==> src/rtl/fighter_sprite_fetch.sv <==
// Per-pixel sprite fetch for one fighter: box test, mirrored ROM addressing and a 3-stage return path.
// Anim FSM states:  IDLE | pose is not walking    WALK_A | walk, move frame    WALK_B | walk, stand2 frame
module fighter_sprite_fetch #(
  parameter  int SPR_W       = 96,
  parameter  int SPR_H       = 128,
  parameter  int ANIM_FRAMES = 8,
  localparam int ADDR_W      = $clog2(SPR_W * SPR_H)
) (
  input  logic              Clk,
  input  logic              Reset,
  input  logic              frame_start,
  input  logic [9:0]        draw_x,
  input  logic [9:0]        draw_y,
  input  logic [9:0]        fighter_x,
  input  logic [9:0]        fighter_y,
  input  logic [3:0]        fighter_state,
  input  logic              facing_left,
  output logic [ADDR_W-1:0] rom_addr,
  output logic [3:0]        rom_sel,
  input  logic [3:0]        rom_data,
  output logic [3:0]        pix_index,
  output logic [3:0]        pix_sel,
  output logic              pix_opaque
);

  localparam int CNT_W = (ANIM_FRAMES > 1) ? $clog2(ANIM_FRAMES) : 1;

  typedef enum logic [1:0] {IDLE, WALK_A, WALK_B} anim_t;

  anim_t            anim;
  logic [CNT_W-1:0] cnt;
  logic [3:0]       cur_sel;
  logic [3:0]       new_pose;

  assign new_pose = (fighter_state > 4'd8) ? 4'd0 : fighter_state;

  // cur_sel is the frame-latched select: the pose, with move swapped for stand2 in WALK_B
  always_ff @(posedge Clk) begin
    if (Reset) begin
      anim    <= IDLE;
      cnt     <= '0;
      cur_sel <= 4'd0;
    end else if (frame_start) begin
      if (new_pose != 4'd1) begin
        anim    <= IDLE;
        cnt     <= '0;
        cur_sel <= new_pose;
      end else begin
        case (anim)
          IDLE: begin
            anim    <= WALK_A;
            cnt     <= '0;
            cur_sel <= 4'd1;
          end
          default: begin
            if (cnt == CNT_W'(ANIM_FRAMES - 1)) begin
              cnt     <= '0;
              anim    <= (anim == WALK_A) ? WALK_B : WALK_A;
              cur_sel <= (anim == WALK_A) ? 4'd9 : 4'd1;
            end else begin
              cnt     <= cnt + 1'b1;
              cur_sel <= (anim == WALK_A) ? 4'd1 : 4'd9;
            end
          end
        endcase
      end
    end
  end

  logic [10:0]       x_end, y_end;
  logic              in_box;
  logic [9:0]        dx, dy;
  logic [ADDR_W-1:0] col, addr;

  // 11-bit compares so a sprite near the right/bottom edge clips instead of wrapping
  assign x_end  = {1'b0, fighter_x} + 11'(SPR_W);
  assign y_end  = {1'b0, fighter_y} + 11'(SPR_H);
  assign in_box = (draw_x >= fighter_x) && ({1'b0, draw_x} < x_end) &&
                  (draw_y >= fighter_y) && ({1'b0, draw_y} < y_end);
  assign dx     = draw_x - fighter_x;
  assign dy     = draw_y - fighter_y;
  assign col    = facing_left ? (ADDR_W'(SPR_W - 1) - ADDR_W'(dx)) : ADDR_W'(dx);
  assign addr   = ADDR_W'(dy) * ADDR_W'(SPR_W) + col;

  logic       in_box_d1, in_box_d2;
  logic [3:0] sel_d2;

  always_ff @(posedge Clk) begin
    if (Reset) begin
      rom_addr   <= '0;
      rom_sel    <= 4'd0;
      in_box_d1  <= 1'b0;
      in_box_d2  <= 1'b0;
      sel_d2     <= 4'd0;
      pix_index  <= 4'd0;
      pix_sel    <= 4'd0;
      pix_opaque <= 1'b0;
    end else begin
      rom_addr   <= in_box ? addr : '0;
      rom_sel    <= cur_sel;
      in_box_d1  <= in_box;
      in_box_d2  <= in_box_d1;
      sel_d2     <= rom_sel;
      pix_index  <= in_box_d2 ? rom_data : 4'd0;
      pix_sel    <= sel_d2;
      pix_opaque <= in_box_d2 && (rom_data != 4'd0);
    end
  end

endmodule

==> config.mk <==
export PLATFORM = sky130hd
export DESIGN_NAME = fighter_sprite_fetch
export DESIGN_NICKNAME = d
export VERILOG_FILES = /design/src/rtl/fighter_sprite_fetch.sv
export SDC_FILE = /design/constraint.sdc
export NUM_CORES = 1
export LEC_CHECK = 0
export CAP_MARGIN = 20
export CORE_ASPECT_RATIO = 0.5
export CORE_MARGIN = 2
export CORE_UTILIZATION = 51
export CTS_CLUSTER_SIZE = 28
export DETAILED_ROUTE_END_ITERATION = 12
export GPL_ROUTABILITY_DRIVEN = 0
export PLACE_DENSITY = 0.91
export REMOVE_ABC_BUFFERS = 1
export SYNTH_ARGS = -nofsm -noshare
export SYNTH_HDL_FRONTEND = slang
export SYNTH_SLANG_ARGS = --single-unit
export TNS_END_PERCENT = 5
==> constraint.sdc <==
create_clock -name Clk -period 6.3 [get_ports Clk]
set_input_delay 1.575 -clock Clk [delete_from_list [all_inputs] [get_ports Clk]]
set_output_delay 1.575 -clock Clk [all_outputs]
set_load 0.005 [all_outputs]
== Word-level counts from Yosys, hierarchy flattened ==
Index checks and enable logic that the tools add are counted.
Storage, ports and cells
  register bits after elaboration: 42
  input port bits: 52
  word-level logic and storage cells: 53
Operators by class
  $add $sub $neg: 7
  $mul: 1
  order comparisons: 5
  equal/unequal tests: 3
  muxes and demuxes: 14
  bitwise logic cells: 2
  reductions and logical operators: 10
Operator list (count)
  2-to-1 mux 4 bit: 6
  less-than comparator 10 x 11 -> 1 bit: 2
  >= comparator 10 bit: 2
  subtractor 10 bit: 2
  adder 14 bit: 1
  2-to-1 mux 14 bit: 1
  adder 10 x 7 -> 11 bit, second input constant: 1
  adder 10 x 8 -> 11 bit, second input constant: 1
  subtractor 7 x 10 -> 11 bit, first input constant: 1
  multiplier 10 x 2 -> 9 bit, second input constant: 1
  2-to-1 mux 3 bit: 3
  2-to-1 mux 2 bit: 4
  > comparator 4 bit, second input constant: 1
  logical AND 1 bit: 4
  != test 4 x 1 -> 1 bit, second input constant: 1
  nonzero test 4 bit: 1
  OR reduction 2 bit: 2
  adder 3 x 1 -> 3 bit, second input constant: 1
  equality test 3 bit, second input constant: 1
  nonzero test 3 bit: 1
  equality test 2 x 1 -> 1 bit, second input constant: 1
  logical NOT 2 bit: 1
  NOT 1 bit: 2
  AND reduction 2 bit: 1

== Longest topological paths before layout ==
Gate-level depths: netlist (run 1).
  word-level depth: 7
  depth in mapped cells: 21

== Worst setup path before layout (run 1) ==
No wires, ideal clock.
  path kind: input to register
  start: in draw_x[0]
  end: reg rom_addr[12]
  setup time: 0.128 ns
  arrival time: 4.902 ns
  data required time: 6.172 ns
  path slack: 1.271 ns
  stages on the path: 20
  path buffers: 0
  cells stage by stage: inv_1 > ha_1 > fa_1 > nand2b_1 > a21oi_2 > a21o_1 > a21oi_1 > xor2_1 > inv_1 > ha_1 > mux2i_1 > ha_1 > a21o_1 > a21oi_1 > o21bai_1 > a21oi_1 > a21oi_1 > o221ai_1 > xor2_1 > nor2_1
Between the ends
  longest elaborated chain between the ends: 6
Ends and longest elaborated chain
  start, declared: line 12  | input logic [9:0] draw_x,
  parallel branches: the longest is 6 deep, another holds adder 14 bit
  end signal, assigned: line 99  | rom_addr <= in_box ? addr : '0;
  end, declared: line 18  | output logic [ADDR_W-1:0] rom_addr,
Parallel ways; which one is timed is not known.
A chain may end at the register's enable or synchronous reset.

== Final worst setup path (run 1) ==
  start: in draw_x[0]
  end: reg rom_addr[11]
Same word-level chain as after synthesis.

==> metrics.yaml, run 1 <==
place:
  io_buffer_count: 78
  placed_area_sq_mm: 0.00413
  hpwlAfterDp_um: 5650
status:
  status: "complete, no violations"
clock_tree:
  cts_tree: "yes"
  htreeDepth: 2
  holdBufCountCts: 0
  cts.path.max_buffers: 2
  cts.clk_slew.worst_paths_ps: 60
  cts.repair.resized: 0
  clock_latency_ps: 280
  cts_buffers: 5
  clock-sinks: 42
  cts_root_buffer: "clkbuf_16"
  post_cts_buffers: 0
worst_setup_path:
  cp-startpoint: "draw_x[0]"
  crit_slowest_cell: "clkdlybuf4s50_1"
  cp_max_fo: 4
  r2r_cells: 6
  crit_end: "rom_addr[11]$_SDFF_PP0_"
  cp_data_required_time_ps: 6530
  rrSetupSlack_ps: 4930
  r2r_end: "cur_sel[3]$_SDFFE_PP0P_"
  crit_type: "in2reg"
  crit_chain: "clkdlybuf4s50_1 -> inv_1 -> ha_1 -> fa_1 -> nand2b_1 -> a21oi_2 -> a21o_1 -> a21oi_1 -> xor2_1 -> inv_1 -> ha_1 -> mux2i_1 -> inv_1 -> fa_1 -> nor2b_1 -> nor3_1 -> o21bai_1 -> and2_1 -> o21ai_0 -> a211o_1 -> nand2_1"
  worst_ep_arrival_time_ps: 6070
  r2r_start: "cnt[0]$_SDFFE_PP0P_"
  crit_path_max_incr_delay_ps: 460
  startpoint_type: "input pin"
  worst_path_most_repeated_cell: "inv_1"
  end_kind: "flip-flop"
floorplan:
  io_pins: 79
  die_y_um: 60.7
  num_rows: 20
  start_util_pct: 53.4
  die_w_um: 117
  core_area_sq_mm: 0.00613
  die_area_sq_mm: 0.00712
logic_synthesis:
  async_flop_share_pct: 0
  synth_top_family_by_area: "compound AO/OA/AOI/OAI gates"
  synth_area_sq_mm: 0.00327
  muxShareOfSynthArea_pct: 0.306
  avgSynthCellArea_sq_um: 8.66
  synthCells: 378
  synth_xor_area_share_pct: 9.78
  synthAdderAreaFrac_pct: 20.0
  synthDistinctLibCells: 54
  ys_warn_count: 0
  synth_compound_area_share_pct: 21.5
  synth_edf_count: 0
  synth-seq-area-share_pct: 25.7
  synth.ff_latch_count: 42
  ys.flop_type: "dfxtp_1"
  yosys.area_share.simple_pct: 17.4
sta:
  finalCritPeriodShare_pct: 92.8
  hold-worst-slack_ps: 437
  relSlewSlack_pct: 36.7
  skew_ps: 4.02
  setup_viol: 0
  setup_tns_ps: 0
  min_period_ps: 5840
  rsz0062_at_grt: "no"
  max_freq_mhz: 171
  maxSlewViolCount: 0
  hold_violations: 0
  tightestPinTransition_ps: 946
global_route:
  grtUsageMet3_pct: 3.38
  grt_use_met2_pct: 38.2
  use_met1_pct: 27.0
  grt_use_total_pct: 21.0
  grt.overflow.total: 0
  grt_max_degree: 25
  grt.busiest_layer: "met2"
  antenna_found_initial: 0
  grt_pass1_vias: 2728
  grt_pass1_wl_um: 12200
layout:
  final_area_sq_mm: 0.00430
  drive_gt1_share_pct: 3.94
  area_growth_pct: 31.3
  nFillCells: 482
  layout_commonest_cell: "clkdlybuf4s50_1"
  nets: 558
  final_util_pct: 70.1
  diodes: 0
  layout_common_cells: "clkdlybuf4s50_1 (78), ha_1 (46), dfxtp_1 (42), inv_1 (38), nor2_1 (37)"
drt:
  routedWlPerCell_um: 13.2
  ant_nets: 0
  routed_wl_um: 7180
  dr.first_iter.drc_count: 135
  vias: 2871
  via_per_inst: 5.27
  drt_pass1_iterations: 4
  route.detailed.drc: 0
power:
  power_frac_seq_pct: 24.3
  p_leak_nw: 1.88
  switching_power_mw: 0.402
  clkPwrFrac_pct: 25.3
  p_per_area_mw_per_mm2: 264
  internal_power_mw: 0.732
  switching_share_pct: 35.4
  comb_power_share_pct: 50.4
  peakVddDrop_v: 0.000148
worst_hold_path:
  min_path_type: "reg2reg"
  min_path_cells: 1
flow_run:
  cap_violations: 0
[how the worst min path moves through the flow]
stage,start,end,slack (ps)
floorplan,in_box_d1$_SDFF_PP0_,in_box_d2$_SDFF_PP0_,410
global placement,sel_d2[1]$_SDFF_PP0_,pix_sel[1]$_SDFF_PP0_,420
detailed placement,sel_d2[2]$_SDFF_PP0_,pix_sel[2]$_SDFF_PP0_,420
CTS,sel_d2[2]$_SDFF_PP0_,pix_sel[2]$_SDFF_PP0_,440
global route,sel_d2[2]$_SDFF_PP0_,pix_sel[2]$_SDFF_PP0_,450
finish,sel_d2[2]$_SDFF_PP0_,pix_sel[2]$_SDFF_PP0_,440
[stage by stage]
stage               instances  power, mW  worst slack, ps
finish                    545       1.13              455
floorplan                 371      0.707             1260
global placement          537      0.819              583
global route              545       1.22              143
CTS                       545       1.13              503
detailed placement        537      0.833              403
[registers in the layout, summed over array words and instances, names as in the netlist]
signal,flops
rom_addr,14
cur_sel,4
pix_index,4
pix_sel,4
rom_sel,4
sel_d2,4
cnt,3
anim,2
in_box_d1,1
in_box_d2,1
pix_opaque,1
[final cells by class]
cell class                 instances  area, sq um  area share, %
clock inverter                     2         37.5          0.873
tap                               88          110           2.56
inverter                          38          143           3.32
clock buffer                       6          129           3.00
multi-input combinational        291         2260           52.5
timing repair buffer              78          781           18.2
sequential                        42          841           19.6
[synth_stat cells (all sizes together) (5+ instances only)]
| library cell | n | area (sq um) |
|---|---|---|
| ha | 46 | 576 |
| dfxtp | 42 | 841 |
| inv | 38 | 143 |
| nor2 | 37 | 139 |
| a21oi | 30 | 154 |
| xnor2 | 23 | 201 |
| nor2b | 22 | 145 |
| nand2 | 13 | 48.8 |
| o21ai | 12 | 60.1 |
| xor2 | 11 | 96.3 |
| a211oi | 10 | 80.1 |
| nand2b | 9 | 56.3 |
| a21o | 8 | 60.1 |
| o21bai | 7 | 52.6 |
| and2 | 6 | 37.5 |
| clkbuf | 5 | 18.8 |
| nor3 | 5 | 25.0 |
| o211ai | 5 | 37.5 |
[power by group through the flow]
stage | combinational [mW] | clock [mW] | sequential (mW)
after floorplan | 0.426 | 0 | 0.281
after global placement | 0.538 | 0 | 0.281
after detailed placement | 0.552 | 0 | 0.281
after CTS | 0.568 | 0.291 | 0.275
after global routing | 0.635 | 0.305 | 0.276
final | 0.571 | 0.287 | 0.275
[layer usage]
layer  part of all wire, %  vias to the layer above  wire length (um)
li1                      -                     1481                 -
met1                    48                     1306              3430
met2                    47                       75              3350
met3                   4.7                        9               336
met4                  0.82                        0                59
met5                     0                        -                 0
[cell families (layout without fill, tap and decap cells)]
| family | count (synthesis) | after routing |
|---|---|---|
| XOR/XNOR | 35 | 35 |
| AO/OA/AOI/OAI | 97 | 97 |
| adder cells (fa/ha/maj) | 50 | 50 |
| buffers and inverters | 45 | 124 |
| AND/OR/NAND/NOR | 108 | 108 |
| multiplexers | 1 | 1 |
| flip-flops | 42 | 42 |
[worst max-delay path, delay by kind of cell]
kind,cells,cell delay [ps]
xor gates and xnor gates,1,200
buffers and inverters,4,680
AOI/OAI and AO/OA,6,1210
adders and majority gates,4,1390
and+or+nand+nor,5,780
muxes,1,230
(Power assumes the default switching activity.)
==> run 2: changes to the inputs <==
--- a/config.mk
+++ b/config.mk
@@ -14,6 +14,7 @@
 export GPL_ROUTABILITY_DRIVEN = 0
 export PLACE_DENSITY = 0.91
 export REMOVE_ABC_BUFFERS = 1
+export SLEW_MARGIN = 25
 export SYNTH_ARGS = -nofsm -noshare
 export SYNTH_HDL_FRONTEND = slang
 export SYNTH_SLANG_ARGS = --single-unit
==> results of run 2 <==
The final DEF is identical to that of run 1; final timing and power are the same.
==> run 3: changes to the inputs <==
--- a/config.mk
+++ b/config.mk
@@ -6,7 +6,6 @@
 export NUM_CORES = 1
 export LEC_CHECK = 0
 export CAP_MARGIN = 20
-export CORE_ASPECT_RATIO = 0.5
 export CORE_MARGIN = 2
 export CORE_UTILIZATION = 51
 export CTS_CLUSTER_SIZE = 28
==> run 3 against run 2 <==
Cell count shrank 2.0%. Count of clock-buffer cells in the layout is the same. Worst setup slack gained 65 ps. Clock power shrank 28%. Critical path type unchanged. Largest cell class unchanged.
==> metrics.yaml, run 3 (synthesis gave the netlist of run 1 again) <==
status:
  status: "complete, no violations"
layout:
  nets: 558  # unchanged
  diodes: 0  # unchanged
  drive_gt1_share_pct: 3.94  # unchanged
  final_area_sq_mm: 0.00423  # -1.6%
  final_util_pct: 67.4  # -2.8 points
  nFillCells: 469  # -2.7%
  largest_register: "rom_addr"
  layout_common_cells: "clkdlybuf4s50_1 (78), ha_1 (46), dfxtp_1 (42), inv_1 (38), nor2_1 (37)"
  area_growth_pct: 29.2
  layout_commonest_cell: "clkdlybuf4s50_1"
  largest_register_ffs: 14  # unchanged
place:
  hpwlAfterDp_um: 5750  # +1.7%
  placed_area_sq_mm: 0.00412  # -0.33%
  io_buffer_count: 78  # unchanged
global_route:
  grt_use_total_pct: 19.6  # -1.4 points
  grt_pass1_wl_um: 11800  # -3.6%
  grt_max_degree: 25  # unchanged
  grt.overflow.total: 0  # unchanged
  antenna_found_initial: 0  # unchanged
  grt_pass1_vias: 2799  # +2.6%
clock_tree:
  post_cts_buffers: 0  # unchanged
  htreeDepth: 2  # unchanged
  cts_root_buffer: "clkbuf_8"
  cts.repair.resized: 0  # unchanged
  clock_latency_ps: 290  # about the same
  holdBufCountCts: 0  # unchanged
  cts_tree: "yes"
  cts_buffers: 5  # unchanged
  cts.clk_slew.worst_paths_ps: 80  # +20 ps
  clock-sinks: 42  # unchanged
  cts.path.max_buffers: 2  # unchanged
worst_hold_path:
  min_path_type: "reg2reg"
drt:
  routedWlPerCell_um: 13.1  # -0.73%
  drt_pass1_iterations: 4  # unchanged
  route.detailed.drc: 0  # unchanged
  routed_wl_um: 6980  # -2.7%
  via_per_inst: 5.46  # +3.6%
  dr.first_iter.drc_count: 125  # -7.4%
  ant_nets: 0  # unchanged
  vias: 2914  # +1.5%
flow_run:
  cap_violations: 0  # unchanged
floorplan:
  die_y_um: 84.1  # +39%
  die_w_um: 84.1  # -28%
  io_pins: 79  # unchanged
  num_rows: 29  # +45%
  start_util_pct: 52.2  # -1.2 points
  core_area_sq_mm: 0.00628  # +2.4%
  die_area_sq_mm: 0.00708  # -0.55%
sta:
  skew_ps: 9.73  # +5.71 ps
  relSlewSlack_pct: 40.0  # +3.2 points
  min_period_ps: 5780  # -65.2 ps
  finalCritPeriodShare_pct: 91.7  # -1.0 points
  maxSlewViolCount: 0  # unchanged
  hold_violations: 0  # unchanged
  setup_viol: 0  # unchanged
  setup_tns_ps: 0  # unchanged
  max_freq_mhz: 173  # +1.1%
  tightestPinTransition_ps: 898  # -48.2 ps
  hold-worst-slack_ps: 449  # +11.9 ps
  rsz0062_at_grt: "no"
worst_setup_path:
  crit_type: "in2reg"
  end_kind: "flip-flop"
  cp_data_required_time_ps: 6480  # -50 ps
  startpoint_type: "input pin"
  worst_ep_arrival_time_ps: 5960  # -110 ps
  cp_max_fo: 4  # unchanged
power:
  p_total_mw: 1.06  # -6.9%
  p_per_area_mw_per_mm2: 249  # -5.4%
  p_leak_nw: 1.85  # -1.4%
  peakVddDrop_v: 0.000226  # +53%
## run 3: cell counts in the layout (fill, tap and decap cells not counted)
No cell type changed its count.
## run 3: critical path, cell delays in order
cell	delay, ps
clkdlybuf4s50_1	450
inv_1	40
ha_1	240
fa_1	400
nand2b_1	170
a21oi_2	240
a21o_1	180
a21oi_1	80
xor2_1	180
inv_1	60
ha_1	290
mux2i_1	210
inv_1	100
fa_1	420
nor2b_1	220
nor3_1	90
o21bai_1	230
and2_1	180
a31oi_1	80
o21ai_0	120
a21oi_1	100
nor3b_1	290
## run 3: path summary, 6_finish.rpt
kind                        start                 endpoint  slack [ps]  cells after the start
max                     draw_x[0]  rom_addr[13]$_SDFF_PP0_         520                     22
min          in_box_d1$_SDFF_PP0_     in_box_d2$_SDFF_PP0_         450                      1
max reg2reg   cnt[0]$_SDFFE_PP0P_  cur_sel[3]$_SDFFE_PP0P_        4940                      6
min reg2reg  in_box_d1$_SDFF_PP0_     in_box_d2$_SDFF_PP0_         450                      1
## run 3: power breakdown
part           total [mW]  switching [mW]  internal, mW
combinational       0.573           0.301         0.271
clock               0.208          0.0893         0.118
sequential          0.275         0.00262         0.272
total                1.06           0.393         0.662
## run 3: final cells by class
type                    count  area (sq um)  share of cell area (%)
multi-input cells         291          2260                    53.4
flip-flops and latches     42           841                    19.9
repair buffers             78           781                    18.5
inverters                  38           143                    3.37
well taps                  77          96.3                    2.28
clock buffers               6          72.6                    1.72
clock inverters             2          37.5                   0.887
## run 3: layer usage
layer / vias up / GRT usage (%) / share of wire, %
met5: - / 0 / 0
met4: 0 / 7.18 / 1.7
met3: 13 / 2.67 / 5.2
met2: 99 / 35.1 / 51
met1: 1326 / 23.6 / 43
li1: 1476 / - / -
## run 3: metrics by stage
step           instances  setup slack [ps]
2_1_floorplan        371              1260
3_5_place_dp         526               407
6_report             534               520
5_1_grt              534               258
3_3_place_gp         526               570
4_1_cts              534               567
